**src/rtl/bp_fe_cache_req_arbiter.sv**
```systemverilog
// Shares the I$ engine request port between the demand miss path and a next-line prefetcher.
// An owner FSM follows the granted request through metadata and fill and routes completions back to it.
module bp_fe_cache_req_arbiter #(
    parameter int unsigned req_width_p      = 64,
    parameter int unsigned metadata_width_p = 8,
    parameter int unsigned req_id_width_p   = 1,
    parameter int unsigned pftch_gap_p      = 4
) (
    input  logic                        clk_i,
    input  logic                        reset_i,

    input  logic [req_width_p-1:0]      demand_req_i,
    input  logic                        demand_req_v_i,
    output logic                        demand_req_yumi_o,
    input  logic [metadata_width_p-1:0] demand_req_metadata_i,
    input  logic                        demand_req_metadata_v_i,
    output logic                        demand_req_critical_o,
    output logic                        demand_req_last_o,

    input  logic [req_width_p-1:0]      pftch_req_i,
    input  logic                        pftch_req_v_i,
    output logic                        pftch_req_yumi_o,
    input  logic [metadata_width_p-1:0] pftch_req_metadata_i,
    input  logic                        pftch_req_metadata_v_i,
    output logic                        pftch_req_critical_o,
    output logic                        pftch_req_last_o,

    output logic [req_width_p-1:0]      cache_req_o,
    output logic                        cache_req_v_o,
    input  logic                        cache_req_yumi_i,
    input  logic                        cache_req_lock_i,
    output logic [metadata_width_p-1:0] cache_req_metadata_o,
    output logic                        cache_req_metadata_v_o,
    input  logic [req_id_width_p-1:0]   cache_req_id_i,
    input  logic                        cache_req_critical_i,
    input  logic                        cache_req_last_i,
    input  logic                        cache_req_credits_empty_i,

    output logic [req_id_width_p-1:0]   req_id_o,
    output logic                        owner_pftch_o
);

    // The accept cycle counts as the first cooldown cycle, so the counter is loaded with gap-1.
    localparam int unsigned cd_width_lp = (pftch_gap_p > 2) ? $clog2(pftch_gap_p) : 1;
    localparam int unsigned cd_load_lp  = (pftch_gap_p > 0) ? pftch_gap_p - 1 : 0;

    typedef enum logic [1:0] {
        e_ready = 2'd0,
        e_meta  = 2'd1,
        e_busy  = 2'd2
    } state_e;

    state_e                 state_q, state_d;
    logic                   owner_pftch_q, owner_pftch_d;
    logic [cd_width_lp-1:0] cooldown_q, cooldown_d;
    logic                   pftch_eligible;

    assign req_id_o      = cache_req_id_i;
    assign owner_pftch_o = owner_pftch_q;

    assign pftch_eligible = pftch_req_v_i & ~demand_req_v_i & ~cache_req_lock_i
                          & cache_req_credits_empty_i & (cooldown_q == '0);

    always_ff @(posedge clk_i) begin
        if (reset_i) begin
            state_q       <= e_ready;
            owner_pftch_q <= 1'b0;
            cooldown_q    <= '0;
        end else begin
            state_q       <= state_d;
            owner_pftch_q <= owner_pftch_d;
            cooldown_q    <= cooldown_d;
        end
    end

    always_comb begin
        state_d                = state_q;
        owner_pftch_d          = owner_pftch_q;
        cooldown_d             = (cooldown_q != '0) ? cooldown_q - cd_width_lp'(1) : '0;
        cache_req_o            = '0;
        cache_req_v_o          = 1'b0;
        cache_req_metadata_o   = '0;
        cache_req_metadata_v_o = 1'b0;
        demand_req_yumi_o      = 1'b0;
        pftch_req_yumi_o       = 1'b0;
        demand_req_critical_o  = 1'b0;
        demand_req_last_o      = 1'b0;
        pftch_req_critical_o   = 1'b0;
        pftch_req_last_o       = 1'b0;

        // Completion strobes only reach whoever owns the in-flight transaction.
        if (state_q != e_ready) begin
            demand_req_critical_o = ~owner_pftch_q & cache_req_critical_i;
            demand_req_last_o     = ~owner_pftch_q & cache_req_last_i;
            pftch_req_critical_o  =  owner_pftch_q & cache_req_critical_i;
            pftch_req_last_o      =  owner_pftch_q & cache_req_last_i;
        end

        case (state_q)
            e_ready: begin
                if (demand_req_v_i) begin
                    cache_req_o   = demand_req_i;
                    cache_req_v_o = 1'b1;
                    if (cache_req_yumi_i) begin
                        demand_req_yumi_o = 1'b1;
                        owner_pftch_d     = 1'b0;
                        state_d           = e_meta;
                    end
                end else if (pftch_eligible) begin
                    cache_req_o   = pftch_req_i;
                    cache_req_v_o = 1'b1;
                    if (cache_req_yumi_i) begin
                        pftch_req_yumi_o = 1'b1;
                        owner_pftch_d    = 1'b1;
                        cooldown_d       = cd_width_lp'(cd_load_lp);
                        state_d          = e_meta;
                    end
                end
            end
            e_meta: begin
                cache_req_metadata_o   = owner_pftch_q ? pftch_req_metadata_i : demand_req_metadata_i;
                cache_req_metadata_v_o = owner_pftch_q ? pftch_req_metadata_v_i : demand_req_metadata_v_i;
                state_d                = cache_req_last_i ? e_ready : e_busy;
            end
            e_busy: begin
                if (cache_req_last_i) begin
                    state_d = e_ready;
                end
            end
            default: begin
                state_d = e_ready;
            end
        endcase
    end

    a_yumi_needs_v: assert property (@(posedge clk_i) disable iff (reset_i)
        cache_req_yumi_i |-> cache_req_v_o);
    a_one_yumi: assert property (@(posedge clk_i) disable iff (reset_i)
        !(demand_req_yumi_o && pftch_req_yumi_o));

endmodule

```
**config.mk**
```make
export PLATFORM = sky130hd
export DESIGN_NAME = bp_fe_cache_req_arbiter
export DESIGN_NICKNAME = d
export VERILOG_FILES = /design/src/rtl/bp_fe_cache_req_arbiter.sv
export SDC_FILE = /design/constraint.sdc
export NUM_CORES = 1
export LEC_CHECK = 0
export BUFFER_PORTS_ARGS = -buffer_cell sky130_fd_sc_hd__buf_4
export CAP_MARGIN = 20
export CORE_AREA = 2 2 92 94
export DETAILED_ROUTE_END_ITERATION = 12
export DIE_AREA = 0 0 94 96
export HOLD_SLACK_MARGIN = 0.03
export PLACE_DENSITY = 0.58
export SYNTH_ARGS = -nofsm -noshare
export SYNTH_HDL_FRONTEND = slang
export SYNTH_SLANG_ARGS = --single-unit
```
**constraint.sdc**
```tcl
create_clock -name clk_i -period 1.84 [get_ports clk_i]
set_input_delay 0.092 -clock clk_i [delete_from_list [all_inputs] [get_ports clk_i]]
set_output_delay 0.092 -clock clk_i [all_outputs]
set_load 0.01 [all_outputs]
```
# ---- After elaboration in Yosys (flattened, before gate mapping)
# Cells that the tools add are included.
dict set report word_totals {
  regBits 5
  inputBits 156
  output_inout_bits 82
  word_cells 61
}
dict set report op_classes {
  n_addsub 1
  eq_ne 4
  mux 35
  bitwise_logic 11
  n_reduce_logical 7
}
# op n
set op_table {}
lappend op_table {{64-bit 2-to-1 mux} 3}
lappend op_table {{2-bit 2-to-1 mux} 10}
lappend op_table {{1-bit 2-to-1 mux} 19}
lappend op_table {{8-bit 2-to-1 mux} 2}
lappend op_table {{1-bit AND} 8}
lappend op_table {{2-bit case mux with 3 select lines} 1}
lappend op_table {{2-bit nonzero test} 3}
lappend op_table {{2-bit zero test} 2}
lappend op_table {{3-bit != test, second input constant} 1}
lappend op_table {{1-bit NOT} 3}
lappend op_table {{3-bit AND reduction} 1}
lappend op_table {{2-bit by 1-bit == test with 1-bit output, second input constant} 1}
lappend op_table {{2-bit == test, second input constant} 1}
lappend op_table {{2-bit != test, second input constant} 1}
lappend op_table {{2-bit AND reduction} 1}
lappend op_table {{2-bit by 1-bit subtractor with 2-bit output, second input constant} 1}

# ---- Longest topological paths before layout
# Gate-level depths: netlist of run 1.
dict set report depth {
  ltp_word 8
  mapped_depth 5
  mapped_depth_nobuf 3
}

# ---- Worst setup path before layout of run 1
# OpenSTA, ideal clock, no wires.
dict set report synth_path {
  path_kind {register to output}
  start {register cooldown_q[1]}
  end {output port cache_req_o[0]}
  arrival_ns 1.297
  t_required_ns 1.748
  path_slack_ns 0.451
  stages_incl_launch_ff 6
  path_buffers 2
  cell_sequence {dfxtp_1 > nand4bb_4 > nor4_2 > buf_4 > buf_6 > a22o_1}
}
dict set report synth_via {
  elab_chain_len 5
}
# element line_no
set synth_rtl {}
lappend synth_rtl {{start, declared} 55} ;# logic [cd_width_lp-1:0] cooldown_q, cooldown_d;
lappend synth_rtl {{start signal, assigned} 72} ;# cooldown_q <= cooldown_d;
lappend synth_rtl {{2-bit zero test} 62} ;# & cache_req_credits_empty_i & (cooldown_q == '0);
lappend synth_rtl {{1-bit AND} 62}
lappend synth_rtl {{64-bit 2-to-1 mux} 109} ;# end else if (pftch_eligible) begin
lappend synth_rtl {{64-bit 2-to-1 mux} 101} ;# if (demand_req_v_i) begin
lappend synth_rtl {{64-bit 2-to-1 mux} 99} ;# case (state_q)
lappend synth_rtl {{end, declared} 28} ;# output logic [req_width_p-1:0] cache_req_o,
# Every way passes these cells.

# ---- Final worst setup path of run 1
dict set report layout_path {
  start {register cooldown_q[1]}
  end {output port cache_req_o[9]}
}
# The elaborated chain is that of the path after synthesis.

==> metrics, run 1 <==
Via Count=2,067; io pins=238; max cap viols=0; worst-margin pin slew=0.318 ns; critical path launch point type=flip-flop; Clock Root Buffer=clkbuf_8; top area cells in the synthesized netlist=a22o_1, dfxtp_1, mux2i_1; # diodes=0; die height=96 um; Synth Area in Compound Gates=54.6%; worst-path cell chain=nand4bb_4, nor4_4, buf_6, clkbuf_16, a22o_1, buf_4; post-route cell area=3100 um2; Setup CP Type=reg2out; CP Capture Point=cache_req_o[9]; Post-CTS Hold Buffers=0; Clock Sinks=5; WHS=0.0676 ns; area grow syn2layout=182%; DRC errors left=0; drt pass-1 iters=3; worst-skew pair later-pin latency=0.21 ns; cell count after synthesis=131; non-filler instance count after layout=468; number of synthesized register bits=5; routability congestion estimate=0.739; Synth Area in XOR/XNOR=0.797%; FMAX=564 MHz; total track usage=14.0%; portion of netlist area occupied by mux cells=8.20%; Yosys top cell by area=a22o_1; crit path DAT=1.68 ns; DP HPWL=6320 um; H-tree levels=1; Worst path slowest cell=dfxtp_1; Initial Util=13.6%; max-slew violations=0; die area=9020 um2; worst reg2reg setup slack=0.42 ns; Slew HR=78.8%; CP max stage delay=0.31 ns; Crit path depth=6; post-synthesis cell area=1100 um2; via density per instance=4.42; min Tclk post-route=1.77 ns; Clk pin slew, worst setup/hold paths=0.03 ns; Post-synth ARST share=0%; Fin Clk Skew=0.00169 ns; Buf+Inv Stages, Crit Path=3; DR WL/cell=16.3 um; Final Hold Viols=0; core area=8050 um2; share of cells above drive strength 1=70.0%; Synth cell types=24; worst setup path startpoint=cooldown_q[1]; Leak=1.67 nW; Synth Area per Inst=8.39 um2; largest net degree at the start of global routing=47; first-pass GRT wire length=9930 um; vias in the first global route=1,981; Post-synth EDFFs=0; initial antenna violation count=1; Yosys top cell area share=51.0%; Final ANT Viol Nets=0; final setup violating endpoints=0; r2r startpoint=state_q[1]; CP delay by family, top=simple AND/OR/NAND/NOR gates; Setup WS post-layout=0.0656 ns; setup_tns=0 ns; pwr dens=334 nW/um2; cell row count=33; Seq/Total Area, Yosys=9.11%; DP Area=2970 um2; combinational family with the most area after synthesis=compound AO/OA/AOI/OAI gates; R2R depth=4; final wirelength=7630 um; VDD IR-drop max=0.218 mV; Synth Warn #=0; TritonCTS buffer count=3; critical path peak fanout=11; total congestion overflow=0; NumNets Final=520; clock buffer depth=2; top_reg_cell synth=dfxtp_1; Die Span X=94 um; DP Worst Slack=0.234 ns; CTS tree=yes; Inst Count DP=460; Hold Crit Class=in2reg; endpoint class of the critical path=output port; IO Port Bufs=235; status=completed; Synth Net Count=287; Reg-to-Reg End=cooldown_q[1]; 1st-iter DRT viols=59; adder-cell share of the synthesized area=0%; period utilisation layout=96.4%; Simple-Gate Fraction of Synth Area=16.6%; Worst EP required=1.75 ns
==> worst reg2reg max path, stage by stage, from the launching register on <==
cell	delay (ns)
dfxtp_1	0.29
buf_4	0.15
or3b_2	0.50
nor3_1	0.25
o2bb2ai_1	0.16
==> report_power, final <==
group | switching [W] | leakage (nW) | internal [W]
Clock | 0.0000479 | 0.0228 | 0.000148
Combinational | 0.000268 | 1.61 | 0.000457
Sequential | 0.00000145 | 0.0406 | 0.000112
Total | 0.000317 | 1.67 | 0.000717
==> logic make-up after synthesis <==
| group | Yosys count |
|---|---|
| AO/OA/AOI/OAI | 69 |
| AND/OR/NAND/NOR | 29 |
| buffers and inverters | 18 |
| multiplexers | 9 |
| flip-flops | 5 |
| XOR/XNOR | 1 |
==> Yosys cell counts (all sizes together) (2+ instances only) <==
cell / n
o21a: 2
dfxtp: 5
nor3b: 3
and2: 2
a22o: 64
nor3: 4
nor2: 12
mux2i: 9
and3: 2
clkbuf: 7
buf: 11
==> sequential cells by signal, indices dropped and copies added, names as in the netlist <==
name and flops:
owner_pftch_o 1, state_q 2, cooldown_q 2
==> placed cells by master, fill, tap and decap left out <==
cell type  Yosys  layout
clkbuf_16      0       2
buf_12         0       3
nor3_1         4       4
o21a_1         2       2
buf_6          5       2
nand2b_1       1       1
and2_1         2       2
or3b_2         1       1
or2_1          1       1
nor3b_1        2       2
dfxtp_1        5       5
mux2i_1        9       9
a22o_1        64      64
and3_1         2       2
nand4bb_4      1       1
buf_4          2     239
a21oi_1        1       1
nor4_4         0       1
xnor2_1        1       1
o21ba_2        1       1
o2bb2ai_1      1       1
nor3b_4        0       1
nor2_1        12      12
nand2_1        1       1
clkbuf_1       7       1
clkbuf_8       0       3
==> routing by layer <==
metal	wire (um)	vias to the layer above	global-route usage, %
met2	4070	128	27.0
li1	-	1000	-
met1	2690	933	15.4
met4	5	2	1.45
met3	853	4	4.46
met5	16	-	0
==> cell type report <==
| type | instances | area, um2 |
|---|---|---|
| clock buffers | 4 | 45.0 |
| fillers | 817 | 4950 |
| multi-input cells | 108 | 896 |
| flip-flops and latches | 5 | 100 |
| well taps | 105 | 131 |
| repair buffers | 246 | 1930 |
==> per-stage QoR <==
step	total power (W)	util [%]
global placement	0.000824	36.9
global route	0.00110	38.5
CTS	0.00103	37.4
detailed placement	0.000832	36.9
finish	0.00103	38.5
floorplan	0.000363	-
==> worst min-delay path by stage <==
stage,depth (start not counted),slack [ns],endpoint,start
floorplan,1,0.17,state_q[1],reset_i
detailed placement,0,0.18,req_id_o,cache_req_id_i
CTS,2,0.07,state_q[1],cache_req_last_i
global route,2,0.09,state_q[1],cache_req_last_i
global placement,0,0.18,req_id_o,cache_req_id_i
finish,2,0.07,state_q[1],cache_req_last_i
==> what timing repair did <==
| item | CTS | global route |
|---|---|---|
| endpoints found under the setup margin | 0 | 65 |
| setup buffers | 0 | 1 |
| gates resized for setup | 0 | 4 |
Power figures use the tool's default switching activity.
==> run 2: changes to the inputs <==
ABC_AREA = 0   (was default)
REMOVE_ABC_BUFFERS = 1   (was default)
SLEW_MARGIN = 20   (was default)
==> run 2 against run 1 <==
Clock skew down 0.0012 ns. Wire length up 5.0%. Register-to-register slack better by 0.03 ns. Hold slack worse by 0.017 ns. Die area unchanged. Highest routed layer is now met4.
==> metrics, run 2 (synthesized netlist as in run 1, its figures left out) <==
CTS tree=yes (unchanged); vias in the first global route=2,032 (was 1,981); Logic pwr share=70.4% (was 70.1%); core area=8050 um2 (unchanged); Final Hold Viols=0 (unchanged); IO Port Bufs=235 (unchanged); WHS=0.0507 ns (was 0.0676 ns); CP delay by family, top=buffers and inverters (was simple AND/OR/NAND/NOR gates); Worst EP required=1.75 ns (about the same); Via Count=2,113 (was 2,067); VDD IR-drop max=0.205 mV (was 0.218 mV); DRC errors left=0 (unchanged); Worst path slowest cell=dfxtp_2 (was dfxtp_1); clock buffer depth=2 (unchanged); Fin Clk Skew=0.000511 ns (was 0.00169 ns); drt pass-1 iters=4 (was 3); Final ANT Viol Nets=0 (unchanged); pwr dens=330 nW/um2 (was 334 nW/um2); max-slew violations=0 (unchanged); period utilisation layout=95.8% (was 96.4%); H-tree levels=1 (unchanged); critical path peak fanout=8 (was 11); FMAX=567 MHz (was 564 MHz); status=completed (unchanged); endpoint class of the critical path=output port (unchanged); RSZ-0062 raised after global routing=yes; largest net degree at the start of global routing=67 (was 47); die height=96 um (unchanged); first-pass GRT wire length=10,400 um (was 9930 um); TritonCTS buffer count=3 (unchanged); crit path DAT=1.67 ns (was 1.68 ns); Clk pin slew, worst setup/hold paths=0.03 ns (about the same); Setup CP Type=reg2out (unchanged); final wirelength=8010 um (was 7630 um); Clock Sinks=5 (unchanged); final setup violating endpoints=0 (unchanged); worst-path cell chain=nand4bb_4, nor4_4, buf_6, clkbuf_16, a22o_1, buf_4 (unchanged); cell row count=33 (unchanged); DP Area=2950 um2 (was 2970 um2); Slew HR=59.3% (was 78.8%); setup_tns=0 ns (unchanged); total congestion overflow=0 (unchanged); 1st-iter DRT viols=37 (was 59); die area=9020 um2 (unchanged); commonest cells after routing, fill and taps aside=buf_4, a22o_1, nor2_1 (unchanged); Die Span X=94 um (unchanged); share of cells above drive strength 1=71.2% (was 70.0%); DR WL/cell=17.0 um (was 16.3 um); DP HPWL=6240 um (was 6320 um); worst-skew pair later-pin latency=0.21 ns (about the same); critical path launch point type=flip-flop (unchanged); # diodes=0 (unchanged); initial antenna violation count=0 (was 1); Clock Root Buffer=clkbuf_8 (unchanged); Clk network pwr share=18.5% (was 19.0%); min Tclk post-route=1.76 ns (was 1.77 ns); NetSw=0.000324 W (was 0.000317 W); CP max stage delay=0.31 ns (about the same); Leak=1.71 nW (was 1.67 nW); worst-margin pin slew=0.610 ns (was 0.318 ns); io pins=238 (unchanged); post-route cell area=3180 um2 (was 3100 um2); Hold Crit Class=in2reg (unchanged); commonest non-fill, non-tap cell in the layout=buf_4 (unchanged); part of the power in registers=11.1% (was 11.0%); routability congestion estimate=0.810 (was 0.739); NumNets Final=522 (was 520); internal power=0.000727 W (was 0.000717 W); Buf+Inv Stages, Crit Path=3 (unchanged); sw frac=30.8% (was 30.7%); Initial Util=13.6% (unchanged); max cap viols=0 (unchanged); via density per instance=4.50 (was 4.42); area grow syn2layout=190% (was 182%); total track usage=14.6% (was 14.0%)
## run 2: cell count changes in the layout (fill, tap and decap cells not counted), moves of 2 or more
| cell | previous run | this run |
|---|---|---|
| buf_6 | 2 | 4 |
| dfxtp_1 | 5 | 3 |
| buf_4 | 239 | 237 |
| buf_16 | 0 | 2 |
## run 2: cell type report
| class | instances | area (um2) |
|---|---|---|
| fillers | 845 | 4870 |
| repair buffers | 248 | 1990 |
| multi-input cells | 108 | 907 |
| well taps | 105 | 131 |
| flip-flops and latches | 5 | 105 |
| clock buffers | 4 | 45.0 |
## run 2: worst paths after layout
check	start	end	slack, ns	depth (start not counted)
worst max-delay path	cooldown_q[1]	cache_req_o[57]	0.08	6
worst min-delay path	cache_req_last_i	state_q[1]	0.05	2
worst max register to register	state_q[0]	cooldown_q[1]	0.45	4
worst min register to register	cooldown_q[1]	cooldown_q[1]	0.46	2
## run 2: metal layers
| layer | vias to the layer above | part of all wire (%) | track usage (%) | routed length [um] |
|---|---|---|---|---|
| li1 | 1003 | - | - | - |
| met1 | 984 | 37 | 16.6 | 2990 |
| met2 | 118 | 54 | 28.5 | 4300 |
| met3 | 8 | 7.9 | 2.98 | 633 |
| met4 | 0 | 1.0 | 2.66 | 81 |
| met5 | - | 0 | 0 | 0 |
## run 2: worst reg2reg max path: stages, from the launching register on
cell	delay, ns
dfxtp_1	0.30
buf_4	0.15
or3b_2	0.47
nor3_1	0.24
o2bb2ai_1	0.15
## run 2: per-stage QoR
| stage | power [W] | utilization (%) | std cells | setup slack (ns) |
|---|---|---|---|---|
| global placement | 0.000825 | 36.6 | 457 | 0.177 |
| global route | 0.00112 | 39.5 | 470 | -0.00561 |
| floorplan | 0.000351 | - | 113 | -1.97 |
| finish | 0.00105 | 39.5 | 470 | 0.0770 |
| detailed placement | 0.000829 | 36.6 | 457 | 0.122 |
| CTS | 0.00105 | 38.2 | 464 | -0.0601 |
## run 2: what timing repair did
action | in CTS | in global routing
resized for setup | 7 | 3
pin swaps | 9 | 6
buffers inserted | 1 | 2
hold buffers | 0 | 0
endpoints found under the setup margin | 64 | 65
gates cloned | 2 | 4
## run 2: power groups by stage
| stage | registers [W] | clock network [W] | logic, W |
|---|---|---|---|
| finish | 0.000116 | 0.000194 | 0.000740 |
| global route | 0.000117 | 0.000213 | 0.000791 |
| CTS | 0.000117 | 0.000201 | 0.000728 |
| detailed placement | 0.000119 | 0 | 0.000711 |
| global placement | 0.000118 | 0 | 0.000707 |
| floorplan | 0.000119 | 0 | 0.000232 |
